### src/rtl/stack_transfer_sequencer.sv
// Multi-register PUSH/POP sequencer: bounds-checks the stack, then moves one word per
// cycle between the register file and memory in ascending order, and finally writes back SP.
module stack_transfer_sequencer #(
  parameter int ADDR_WIDTH          = 32,
  parameter int DATA_WIDTH          = 32,
  parameter int KERNEL_STACK_TOP    = 4096,
  parameter int KERNEL_STACK_BOTTOM = 6143,
  parameter int USER_STACK_TOP      = 6144,
  parameter int USER_STACK_BOTTOM   = 8191
) (
  input  logic                  clock,
  input  logic                  reset,
  input  logic                  start,
  input  logic                  is_pop,
  input  logic [8:0]            reg_list,
  input  logic                  is_kernel,
  input  logic [DATA_WIDTH-1:0] sp_in,
  input  logic [DATA_WIDTH-1:0] reg_rdata,
  input  logic [DATA_WIDTH-1:0] mem_rdata,
  output logic [ADDR_WIDTH-1:0] mem_address,
  output logic [DATA_WIDTH-1:0] mem_wdata,
  output logic                  mem_we,
  output logic [3:0]            reg_index,
  output logic [DATA_WIDTH-1:0] reg_wdata,
  output logic                  reg_we,
  output logic [DATA_WIDTH-1:0] sp_out,
  output logic                  sp_we,
  output logic                  busy,
  output logic                  done,
  output logic                  fault
);

  localparam int XW = DATA_WIDTH + 1;
  localparam logic [XW-1:0] K_TOP = XW'(KERNEL_STACK_TOP);
  localparam logic [XW-1:0] K_BOT = XW'(KERNEL_STACK_BOTTOM);
  localparam logic [XW-1:0] U_TOP = XW'(USER_STACK_TOP);
  localparam logic [XW-1:0] U_BOT = XW'(USER_STACK_BOTTOM);

  typedef enum logic [1:0] {IDLE, CHECK, XFER, FINISH} state_t;

  state_t                  state, next_state;
  logic                    pop_q, kernel_q, fault_q, skip_q;
  logic [8:0]              mask_q;
  logic [DATA_WIDTH-1:0]   sp_q, sp_res_q, addr_q;
  logic                    pend_q;
  logic [3:0]              pend_idx_q;

  logic [XW-1:0]           top_x, bot_x, esp_x, n_x;
  logic [3:0]              n, cur_bit, cur_index;
  logic                    chk_fault, last_xfer;

  // Bounds arithmetic is one bit wider than SP so ESP-N / ESP+N can never wrap.
  always_comb begin
    // NOTE: every always_comb output gets a default first, so no path can infer a latch.
    cur_bit = 4'd0;
    for (int i = 8; i >= 0; i--) begin
      if (mask_q[i]) cur_bit = 4'(i);
    end
    cur_index = (cur_bit == 4'd8) ? (pop_q ? 4'd15 : 4'd14) : cur_bit;
    last_xfer = ((mask_q & (mask_q - 9'd1)) == 9'd0);
    n         = 4'($countones(mask_q));
    n_x       = XW'(n);
    top_x     = kernel_q ? K_TOP : U_TOP;
    bot_x     = kernel_q ? K_BOT : U_BOT;
    esp_x     = (sp_q == '0) ? bot_x + XW'(1) : {1'b0, sp_q};
    chk_fault = pop_q ? (esp_x + n_x > bot_x + XW'(1)) : (esp_x < top_x + n_x);
  end

  // NOTE: sequential state uses non-blocking assignments only, so every flop sees pre-edge values.
  always_ff @(posedge clock) begin
    if (reset) begin
      state  <= IDLE;
      pend_q <= 1'b0;
    end else begin
      state  <= next_state;
      pend_q <= (state == XFER) && pop_q;
    end
  end

  // NOTE: datapath registers carry no reset; they are only observed in states the control path gates.
  always_ff @(posedge clock) begin
    pend_idx_q <= cur_index;
    case (state)
      IDLE: if (start) begin
        pop_q    <= is_pop;
        mask_q   <= reg_list;
        kernel_q <= is_kernel;
        sp_q     <= sp_in;
      end
      CHECK: begin
        fault_q  <= chk_fault;
        skip_q   <= (n == 4'd0);
        addr_q   <= pop_q ? DATA_WIDTH'(esp_x) : DATA_WIDTH'(esp_x - n_x);
        sp_res_q <= pop_q ? DATA_WIDTH'(esp_x + n_x) : DATA_WIDTH'(esp_x - n_x);
      end
      XFER: begin
        mask_q <= mask_q & (mask_q - 9'd1);
        addr_q <= addr_q + DATA_WIDTH'(1);
      end
      default: ;
    endcase
  end

  always_comb begin
    next_state  = state;
    busy        = (state != IDLE);
    mem_address = '0;
    mem_wdata   = '0;
    mem_we      = 1'b0;
    reg_index   = 4'd0;
    reg_wdata   = '0;
    reg_we      = 1'b0;
    sp_out      = '0;
    sp_we       = 1'b0;
    done        = 1'b0;
    fault       = 1'b0;
    case (state)
      IDLE:   if (start) next_state = CHECK;
      CHECK:  next_state = (chk_fault || n == 4'd0) ? FINISH : XFER;
      XFER: begin
        mem_address = ADDR_WIDTH'(addr_q);
        if (!pop_q) begin
          mem_we    = 1'b1;
          mem_wdata = reg_rdata;
          reg_index = cur_index;
        end
        if (last_xfer) next_state = FINISH;
      end
      FINISH: begin
        done       = 1'b1;
        fault      = fault_q;
        sp_we      = !fault_q && !skip_q;
        sp_out     = (!fault_q && !skip_q) ? sp_res_q : '0;
        next_state = IDLE;
      end
      default: next_state = IDLE;
    endcase
    // A POP's register writeback trails its memory read by one cycle.
    if (pend_q) begin
      reg_we    = 1'b1;
      reg_wdata = mem_rdata;
      reg_index = pend_idx_q;
    end
    // An abort suppresses strobes already in the cycle reset is sampled.
    if (reset) begin
      mem_we = 1'b0;
      reg_we = 1'b0;
      sp_we  = 1'b0;
      done   = 1'b0;
      fault  = 1'b0;
    end
  end

endmodule

### config.mk
export PLATFORM = sky130hd
export DESIGN_NAME = stack_transfer_sequencer
export DESIGN_NICKNAME = d
export VERILOG_FILES = /design/src/rtl/stack_transfer_sequencer.sv
export SDC_FILE = /design/constraint.sdc
export NUM_CORES = 1
export LEC_CHECK = 0
export ABC_AREA = 0
export ABC_CLOCK_PERIOD_IN_PS = 16000
export BUFFER_PORTS_ARGS = -buffer_cell sky130_fd_sc_hd__buf_2
export CAP_MARGIN = 0
export CORE_MARGIN = 1.5
export CORE_UTILIZATION = 57
export DETAILED_ROUTE_END_ITERATION = 6
export PLACE_DENSITY_LB_ADDON = 0.12
export SLEW_MARGIN = 10
export SYNTH_ARGS = -nofsm -noshare
export SYNTH_HDL_FRONTEND = slang
export SYNTH_SLANG_ARGS = --single-unit
### constraint.sdc
create_clock -name clock -period 16 [get_ports clock]
set_input_delay 3.2 -clock clock [delete_from_list [all_inputs] [get_ports clock]]
set_output_delay 3.2 -clock clock [all_outputs]
set_load 0.05 [all_outputs]
==> metrics.yaml, run 1 <==
outcome: "completed"
cts.sinks: 116
maxCapViolations: 0
end_kind: "output pin"
die_area_um2: 15600
wl_mm: 22.8
std_cell_rows: 44
io_buffers: 247
synth_warnings: 0
clkLatencyLatePin_ps: 420
post_cts_buffers: 0
holdBufCountCts: 0
pin_count: 248
slew_headroom_pct: 28.3
leakage_nw: 4.36
top_usage_layer: "met2"
hold_class: "reg -> reg"
path_class: "in -> out"
die_h_um: 125
layout_commonest_cell: "buf_2"
cts_tree: "yes"
crit_top_cell: "buf_2"
syn_nets: 1049
first_iter_violations: 717
vias: 7576
layout-drive-gt1-share_pct: 27.1
ys_seq_area_share_pct: 40.3
layout_worst_path_cycle_share_pct: 44.3
drcViolationCount: 0
slowest_stage: "buf_2"
skew_ps: 6.59
use_met3_pct: 5.88
rrSetupSlack_ps: 9380
arrival_ps: 3890
crit_end: "fault"
cts_resized: 0
rsz0062_at_grt: "false"
nNetsFinal: 1258
grtUsageMet1_pct: 37.1
synth.avg_cell_area_um2: 9.29
num-fill-cells: 1127
grt_use_total_pct: 29.0
slew_viol_final: 0
hold_viol: 0
dieWidth_um: 125
start_kind: "input port"
synth_cells: 911
h-tree-depth: 4
root_buffer: "clkbuf_16"
setup_ws_ps: 8910
fin_crit_ps: 7090
reg2reg_depth: 20
ir_drop_v: 0.000195
antenna_found_initial: 0
avgViaCountPerCell: 5.75
worst_pin_slew_ps: 1070
grt_pass1_vias: 6900
numCtsBuffers: 17
wl_per_cell_um: 17.3
ant_nets: 0
synth_cell_types: 72
dpl.hpwl_mm: 17.3
cp.required_ps: 12800
antenna_cells: 0
initial_utilization_pct: 58.3
gpl.final_weighted_congestion: 0.962
cp_max_fo: 7
ys_ff_latch: 116
r2r-start: "mask_q[0]"
met2_usage_pct: 49.4
synthToLayoutAreaGrowth_pct: 22.4
layout_common_cells: "buf_2 (247), and2_1 (129), edfxtp_1 (109)"
crit_chain: "buf_2 > nor2b_1 > and2_1 > buf_2"
path_clk_slew_ps: 50
core_um2: 14500
clockBufferDepth: 2
ys.flop_type: "edfxtp_1"
p_per_area_nw_per_um2: 225
reg2reg_to: "fault_q"
grt_pass1_wl_mm: 35.3
crit_start: "reset"
slowest_delay_ps: 250
async_flop_share_pct: 0
tns_ps: 0
syn_area_um2: 8470
fmax_mhz: 141
pre_cts_ws_ps: 8920
dr.pass1.iters: 6
synth-edff-count: 109
finalPower_w: 0.00233
grt_overflow: 0
grt_start_max_net_pins: 89
setup_violations: 0
-- state kept, by name (all words and copies together), names as in the netlist --
name	cells
sp_q	32
kernel_q	1
skip_q	1
pend_q	1
state	2
fault_q	1
sp_res_q	32
addr_q	32
pop_q	1
pend_idx_q	4
mask_q	9
-- critical path: cells and delay by family --
kind | cells | cell delay, ps
AND/OR/NAND/NOR | 2 | 280
buffers and inverters | 2 | 400
-- stage by stage --
stage                     hold slack, ps  utilization (%)  std cells  area (µm²)
after floorplan                      540                -        911        8470
after global placement               578             67.0       1285        9740
after detailed placement             603             67.0       1285        9740
after CTS                            617             71.3       1317       10400
after global routing                 677             71.3       1317       10400
final                                630             71.3       1317       10400
-- area by class of cell --
class | instances | area [µm²] | share of cell area, %
inverters | 41 | 154 | 1.49
repair buffers | 256 | 1300 | 12.6
clock inverters | 12 | 185 | 1.79
multi-input cells | 688 | 4640 | 44.8
well taps | 184 | 230 | 2.22
clock buffers | 20 | 437 | 4.21
flip-flops and latches | 116 | 3410 | 32.9
-- cells in the mapped netlist, drive strengths merged (21+ instances only) --
cell    instances  area share (%)
a21oi          29             1.7
and2          129             9.5
clkbuf         55             2.4
edfxtp        109              39
ha             21             3.1
inv            41             1.8
nand2          57             2.5
nand3          23             1.4
nor2           55             2.4
nor3           38             2.2
o21ai          34             2.0
xnor2          72             7.4
xor2           28             2.9
-- routing by layer --
metal	part of all wire [%]	vias up
li1	-	3643
met1	41	3495
met2	49	397
met3	7.9	41
met4	2.5	0
met5	0	-
-- worst min path at each step --
stage          startpoint  slack (ps)       endpoint  cells after the start
2_1_floorplan   mask_q[8]         540  pend_idx_q[2]                      2
3_3_place_gp     state[1]         580       state[1]                      2
3_5_place_dp     state[1]         600       state[1]                      2
4_1_cts          state[1]         620       state[1]                      2
5_1_grt         mask_q[1]         680  pend_idx_q[1]                      1
6_report         state[1]         630       state[1]                      2
-- logic make-up after synthesis --
logic type               after synthesis  share of synthesized area, %
buffers and inverters                107                          4.99
flip-flops                           116                          40.3
AO/OA/AOI/OAI                        129                          9.86
adder cells (fa/ha/maj)               30                          4.99
multiplexers                          19                          2.28
AND/OR/NAND/NOR                      410                          27.2
XOR/XNOR                             100                          10.3
-- power by group --
part	total (W)	switching [W]	leakage, nW	internal (W)
Clock	0.000403	0.000129	0.303	0.000273
Combinational	0.00126	0.000798	2.97	0.000467
Sequential	0.000666	0.000133	1.09	0.000533
No activity file was read; power rests on OpenSTA's default activity.
==> run 2: changes to the inputs <==
- ABC_AREA: 0 -> 1
- ABC_CLOCK_PERIOD_IN_PS: 16000 -> 7000
- CORE_UTILIZATION: 57 -> 54
- clock period: 16 -> 7 ns (I/O delays scaled with it)
==> run 2 against run 1 <==
Against the previous run:
- register-to-register slack lost 8600 ps
- via count grew 14%
- sequential cell count is the same
- critical path depth grew 26
- global-route usage shrank 0.13 points
- routed wire length grew 12%
- design area grew 3.6%
- total power grew 120%
- critical path type is now reg -> reg
==> metrics.yaml, run 2 <==
hold_viol: 0  # unchanged
reg2reg_to: "state[0]"
drcViolationCount: 0  # unchanged
syn_nets: 1359  # +30%
syn_area_um2: 8850  # +4.6%
leakage_nw: 5.63  # +29%
cp.required_ps: 7300  # -5500 ps
synth_cells: 1221  # +34%
synth_cell_types: 49  # -32%
rrSetupSlack_ps: 780  # -8600 ps
grt_pass1_vias: 7436  # +7.8%
rsz0062_at_grt: "false"
fmax_mhz: 161
num-fill-cells: 1398  # +24%
synth.most_common_cell: "nand2_1"
arrival_ps: 6510  # +2620 ps
crit_family: "adder cells"
pin_count: 248  # unchanged
path_buf_inv: 2  # unchanged
layout-drive-gt1-share_pct: 23.3  # -3.8 points
ant_nets: 0  # unchanged
gpl.final_weighted_congestion: 1.01  # +5.1%
synth-edff-count: 109  # unchanged
crit_cells: 30  # +26
maxCapViolations: 0  # unchanged
core_um2: 15900  # +9.7%
cts_resized: 0  # unchanged
clockBufferDepth: 2  # unchanged
worst_pin_slew_ps: 1170  # +98.8 ps
layout_worst_path_cycle_share_pct: 88.8
seq_area_um2: 3410  # unchanged
end_kind: "register"
die_h_um: 131  # +4.9%
setup_ws_ps: 785  # -8130 ps
fin_crit_ps: 6220
synth_warnings: 0  # unchanged
tns_ps: 0  # unchanged
cts_tree: "yes"
synthTopCellsByCount: "nand2_1 (269), inv_1 (225), nor2_1 (163), edfxtp_1 (109), o21ai_0 (73)"
grt_pass1_wl_mm: 37.2  # +5.3%
die_area_um2: 17200  # +10%
start_kind: "register"
first_iter_violations: 685  # -4.5%
layout_commonest_cell: "nand2_1"
synth.largest_area_cell: "edfxtp_1"
hold_class: "reg -> reg"
path_class: "reg -> reg"
avgViaCountPerCell: 5.20  # -9.7%
wl_per_cell_um: 15.3  # -12%
io_buffers: 247  # unchanged
ys_ff_latch: 116  # unchanged
synthToLayoutAreaGrowth_pct: 21.3
grt_start_max_net_pins: 75  # -16%
slowest_stage: "fa_1"
cp_max_fo: 7  # unchanged
h-tree-depth: 4  # unchanged
cts.sinks: 116  # unchanged
finalPower_w: 0.00503  # +120%
slew_headroom_pct: 22.2  # -6.0 points
outcome: "completed"
vias: 8668  # +14%
top_regs: "addr_q x32, sp_q x32, sp_res_q x32"
multi_input_area_um2: 4300  # -7.2%
nNetsFinal: 1577  # +25%
crit_end: "state[0]"
slowest_delay_ps: 510  # +260 ps
grt_overflow: 0  # unchanged
antenna_cells: 0  # unchanged
holdWs_ps: 562  # -68.3 ps
dpl.hpwl_mm: 19.1  # +11%
yosysTopAreaCellShare_pct: 37.0  # -1.7 points
synth_area_leaders: "edfxtp_1 (37%), nand2_1 (11%), inv_1 (9.5%)"
ys_seq_area_share_pct: 38.6  # -1.8 points
post_cts_buffers: 0  # unchanged
clkLatencyLatePin_ps: 420  # about the same
antenna_found_initial: 0  # unchanged
std_cell_rows: 46  # +4.5%
dieWidth_um: 131  # +4.9%
path_clk_slew_ps: 50  # about the same
async_flop_share_pct: 0  # unchanged
p_per_area_nw_per_um2: 469  # +110%
r2r-start: "mask_q[1]"
crit_start: "mask_q[1]"
root_buffer: "clkbuf_16"
layout_common_cells: "nand2_1 (269), buf_2 (247), inv_1 (223)"
setup_violations: 0  # unchanged
ys.flop_type: "edfxtp_1"
wl_mm: 25.5  # +12%
holdBufCountCts: 0  # unchanged
dr.pass1.iters: 5  # -1
slew_viol_final: 0  # unchanged
skew_ps: 10.7  # +4.14 ps
synth.avg_cell_area_um2: 7.25  # -22%
fin_util_pct: 67.3  # -4.0 points
grt_use_total_pct: 28.8  # -0.13 points
ir_drop_v: 0.000442  # +130%
numCtsBuffers: 17  # unchanged
pre_cts_ws_ps: 908  # -8020 ps
crit_top_cell: "nand2_1"
initial_utilization_pct: 55.5  # -2.7 points
reg2reg_depth: 30  # +50%
-- run 2: changes by cell type after synthesis, sizes merged, moves of 49 or more --
cell   delta
nor2    +126
nand2   +224
inv     +188
o21ai    +49
xnor2    -61
and2    -122
-- run 2: where the power goes --
group          internal [W]  total, W  leakage [nW]  switching, W
Sequential          0.00120   0.00143          1.09      0.000236
Clock              0.000527  0.000854         0.281      0.000327
Combinational      0.000810   0.00275          4.26       0.00194
-- run 2: metal layers --
metal  global-route usage, %  routed length, µm  vias to the layer above  share of wire, %
met3                    5.33               2230                       30               8.8
met1                    39.1              10600                     3910                41
met5                       0                  0                        -                 0
met2                    47.2              12200                      428                48
met4                    8.66                478                        0               1.9
li1                        -                  -                     4300                 -
-- run 2: per-stage QoR --
stage / cells / area [µm²]
floorplan: 1221 / 8850
global placement: 1636 / 10200
detailed placement: 1636 / 10200
CTS: 1668 / 10700
global route: 1668 / 10700
finish: 1668 / 10700
-- run 2: worst min path at each step --
| stage | startpoint | cells past startpoint | slack [ps] | to |
|---|---|---|---|---|
| after floorplan | mask_q[8] | 2 | 480 | pend_idx_q[2] |
| after global placement | state[1] | 2 | 540 | state[1] |
| after detailed placement | state[1] | 2 | 550 | state[1] |
| after CTS | state[1] | 2 | 560 | state[1] |
| after global routing | state[1] | 2 | 600 | state[1] |
| final | state[1] | 2 | 560 | state[1] |
-- run 2: layout make-up --
cell class,instances,area share [%]
clock inverter,14,1.45
timing repair buffer,256,12.1
inverter,229,8.01
multi-input combinational,819,40.1
clock buffer,18,4.00
sequential,116,31.8
tap,216,2.52
-- run 2: cells by family after synthesis --
kind of cell / synth area share, %
AND/OR/NAND/NOR: 29.3
buffers and inverters: 12.9
AO/OA/AOI/OAI: 10.1
flip-flops: 38.6
XOR/XNOR: 4.65
adder cells (fa/ha/maj): 4.55
-- run 2: worst register-to-register path, delay by kind of cell, from the launching register on --
kind / cells / cell delay, ps
DFF: 1 / 420
AOI/OAI and AO/OA: 1 / 50
xor gates and xnor gates: 2 / 320
and+or+nand+nor: 18 / 2150
buffers and inverters: 2 / 250
adders and majority gates: 7 / 2880
==> run 3: changes to the inputs <==
- GPL_TIMING_DRIVEN: default -> 0
- HOLD_SLACK_MARGIN: default -> 0.02
==> run 3 against run 2 <==
Against the previous run:
- die area did not move
- sequential power fell by 3%
- clock skew fell by 2.2 ps
- design area is 2.6% higher
- sequential share of layout area shrank 0.80 points
- global-route usage rose by 3.6 points
- routed wire length up 7.9%
- sequential cell count unchanged
- combinational power rose by 8.0%
- total power up 4.2%
- clock-buffer cell count down 1
==> metrics.yaml, run 3 (same netlist as run 2, synthesis figures left out) <==
crit_top_cell: "nand2_1"
grt_start_max_net_pins: 35  # -53%
rsz0062_at_grt: "false"
std_cell_rows: 46  # unchanged
root_buffer: "clkbuf_16"
avgViaCountPerCell: 5.28  # +1.5%
crit_cells: 31  # +3.3%
h-tree-depth: 4  # unchanged
hold_viol: 0  # unchanged
io_buffers: 247  # unchanged
dpl.hpwl_mm: 21.3  # +11%
ant_nets: 0  # unchanged
slowest_delay_ps: 530  # +20 ps
grt_use_total_pct: 32.4  # +3.6 points
layout_worst_path_cycle_share_pct: 94.1  # +5.3 points
layout-drive-gt1-share_pct: 23.4  # +0.091 points
setup_violations: 0  # unchanged
slew_headroom_pct: 43.0  # +21 points
clockBufferDepth: 2  # unchanged
clock_power_share_pct: 17.0  # about the same
slowest_stage: "fa_1"
fmax_mhz: 152  # -5.6%
grt_pass1_wl_mm: 41.3  # +11%
antenna_found_initial: 0  # unchanged
numCtsBuffers: 17  # unchanged
grt_overflow: 0  # unchanged
finalPower_w: 0.00525  # +4.2%
core_um2: 15900  # unchanged
die_h_um: 131  # unchanged
tns_ps: 0  # unchanged
fin_cells: 1718  # +3.0%
start_kind: "register"
drcViolationCount: 0  # unchanged
path_class: "reg -> reg"
die_area_um2: 17200  # unchanged
dpl.cell_count: 1685  # +3.0%
holdWs_ps: 562  # +0.718 ps
cts_tree: "yes"
reg2reg_depth: 31  # +3.3%
dr.pass1.iters: 7  # +2
first_iter_violations: 788  # +15%
synthToLayoutAreaGrowth_pct: 24.4
whs_path_depth: 2  # unchanged
p_per_area_nw_per_um2: 477  # +1.6%
antenna_cells: 0  # unchanged
dieWidth_um: 131  # unchanged
path_buf_inv: 3  # +1
p_comb_share_pct: 56.6  # +2.0 points
cp_max_fo: 7  # unchanged
power_switching_w: 0.00260  # +4.0%
initial_utilization_pct: 55.5  # unchanged
layout_common_cells: "nand2_1 (269), buf_2 (256), inv_1 (224)"
top_regs: "addr_q x32, sp_q x32, sp_res_q x32"
nNetsFinal: 1628  # +3.2%
end_kind: "register"
swShare_pct: 49.5  # -0.12 points
pin_count: 248  # unchanged
wl_per_cell_um: 16.0  # +4.8%
clkLatencyLatePin_ps: 420  # about the same
worst_pin_slew_ps: 850  # -315 ps
p_seq_share_pct: 26.4  # -2.1 points
arrival_ps: 6890  # +380 ps
gpl.final_weighted_congestion: 0.924  # -8.7%
vias: 9065  # +4.6%
grt_pass1_vias: 8144  # +9.5%
cp.required_ps: 7300  # about the same
skew_ps: 8.53  # -2.21 ps
num-fill-cells: 1380  # -1.3%
ir_drop_v: 0.000332  # -25%
cts.sinks: 116  # unchanged
hold_class: "reg -> reg"
outcome: "completed"
crit_family: "adder cells"
slew_viol_final: 0  # unchanged
internal_power_w: 0.00265  # +4.5%
wl_mm: 27.5  # +7.9%
holdBufCountCts: 0  # unchanged
path_clk_slew_ps: 60  # about the same
layout_commonest_cell: "nand2_1"
fin_crit_ps: 6590  # +370 ps
maxCapViolations: 0  # unchanged
leakage_nw: 5.75  # +2.1%
-- run 3: changes by cell type in the layout (fill, tap and decap cells not counted), moves of 3 or more --
| cell | before | now |
|---|---|---|
| clkbuf_1 | 1 | 34 |
| buf_2 | 247 | 256 |
| buf_6 | 0 | 5 |
| buf_1 | 0 | 4 |
| buf_4 | 9 | 6 |
-- run 3: worst min-delay path: cells and delay by family (launching register included) --
| family | cells | cell delay [ps] |
|---|---|---|
| buffers and inverters | 1 | 60 |
| AO/OA/AOI/OAI | 1 | 130 |
| flip-flops | 1 | 350 |
-- run 3: cell type report --
type | instances | area [µm²] | area share, %
inverters | 229 | 860 | 7.81
repair buffers | 250 | 1280 | 11.6
well taps | 216 | 270 | 2.45
flip-flops and latches | 116 | 3410 | 31.0
multi-input cells | 819 | 4310 | 39.1
clock buffers | 17 | 425 | 3.86
plain buffers | 57 | 279 | 2.53
clock inverters | 14 | 180 | 1.64
-- run 3: final timing paths --
path | from | end | slack, ps
worst min register to register | mask_q[8] | pend_idx_q[2] | 560
worst max register to register | mask_q[1] | state[0] | 410
worst min-delay path | mask_q[8] | pend_idx_q[2] | 560
worst max-delay path | mask_q[1] | state[0] | 410
-- run 3: power groups by stage --
stage                     Combinational, W  Clock, W  Sequential [W]
after CTS                          0.00291  0.000902         0.00138
after detailed placement           0.00287         0         0.00140
after global placement             0.00275         0         0.00140
after global routing               0.00326  0.000935         0.00142
after floorplan                    0.00213         0         0.00134
final                              0.00297  0.000890         0.00139
-- run 3: timing repair --
| item | CTS | global route |
|---|---|---|
| gates resized for setup | 0 | 0 |
| buffers inserted | 0 | 2 |
| endpoints found under the hold margin | 0 | 0 |
| endpoints found under the setup margin | 0 | 2 |
-- run 3: layer usage --
layer / track usage [%] / up-vias / wire (µm)
met3: 6.23 / 81 / 2510
met2: 52.1 / 510 / 12700
met1: 41.8 / 4059 / 11100
met5: 0 / - / 0
met4: 16.5 / 0 / 1130
li1: - / 4415 / -
-- run 3: through the flow --
step	worst slack (ps)	area (µm²)	utilization, %
finish	415	11000	69.1
detailed placement	472	10400	65.2
CTS	386	11000	69.0
global route	3.74	11000	69.1
global placement	598	10400	65.0
floorplan	1520	8850	-
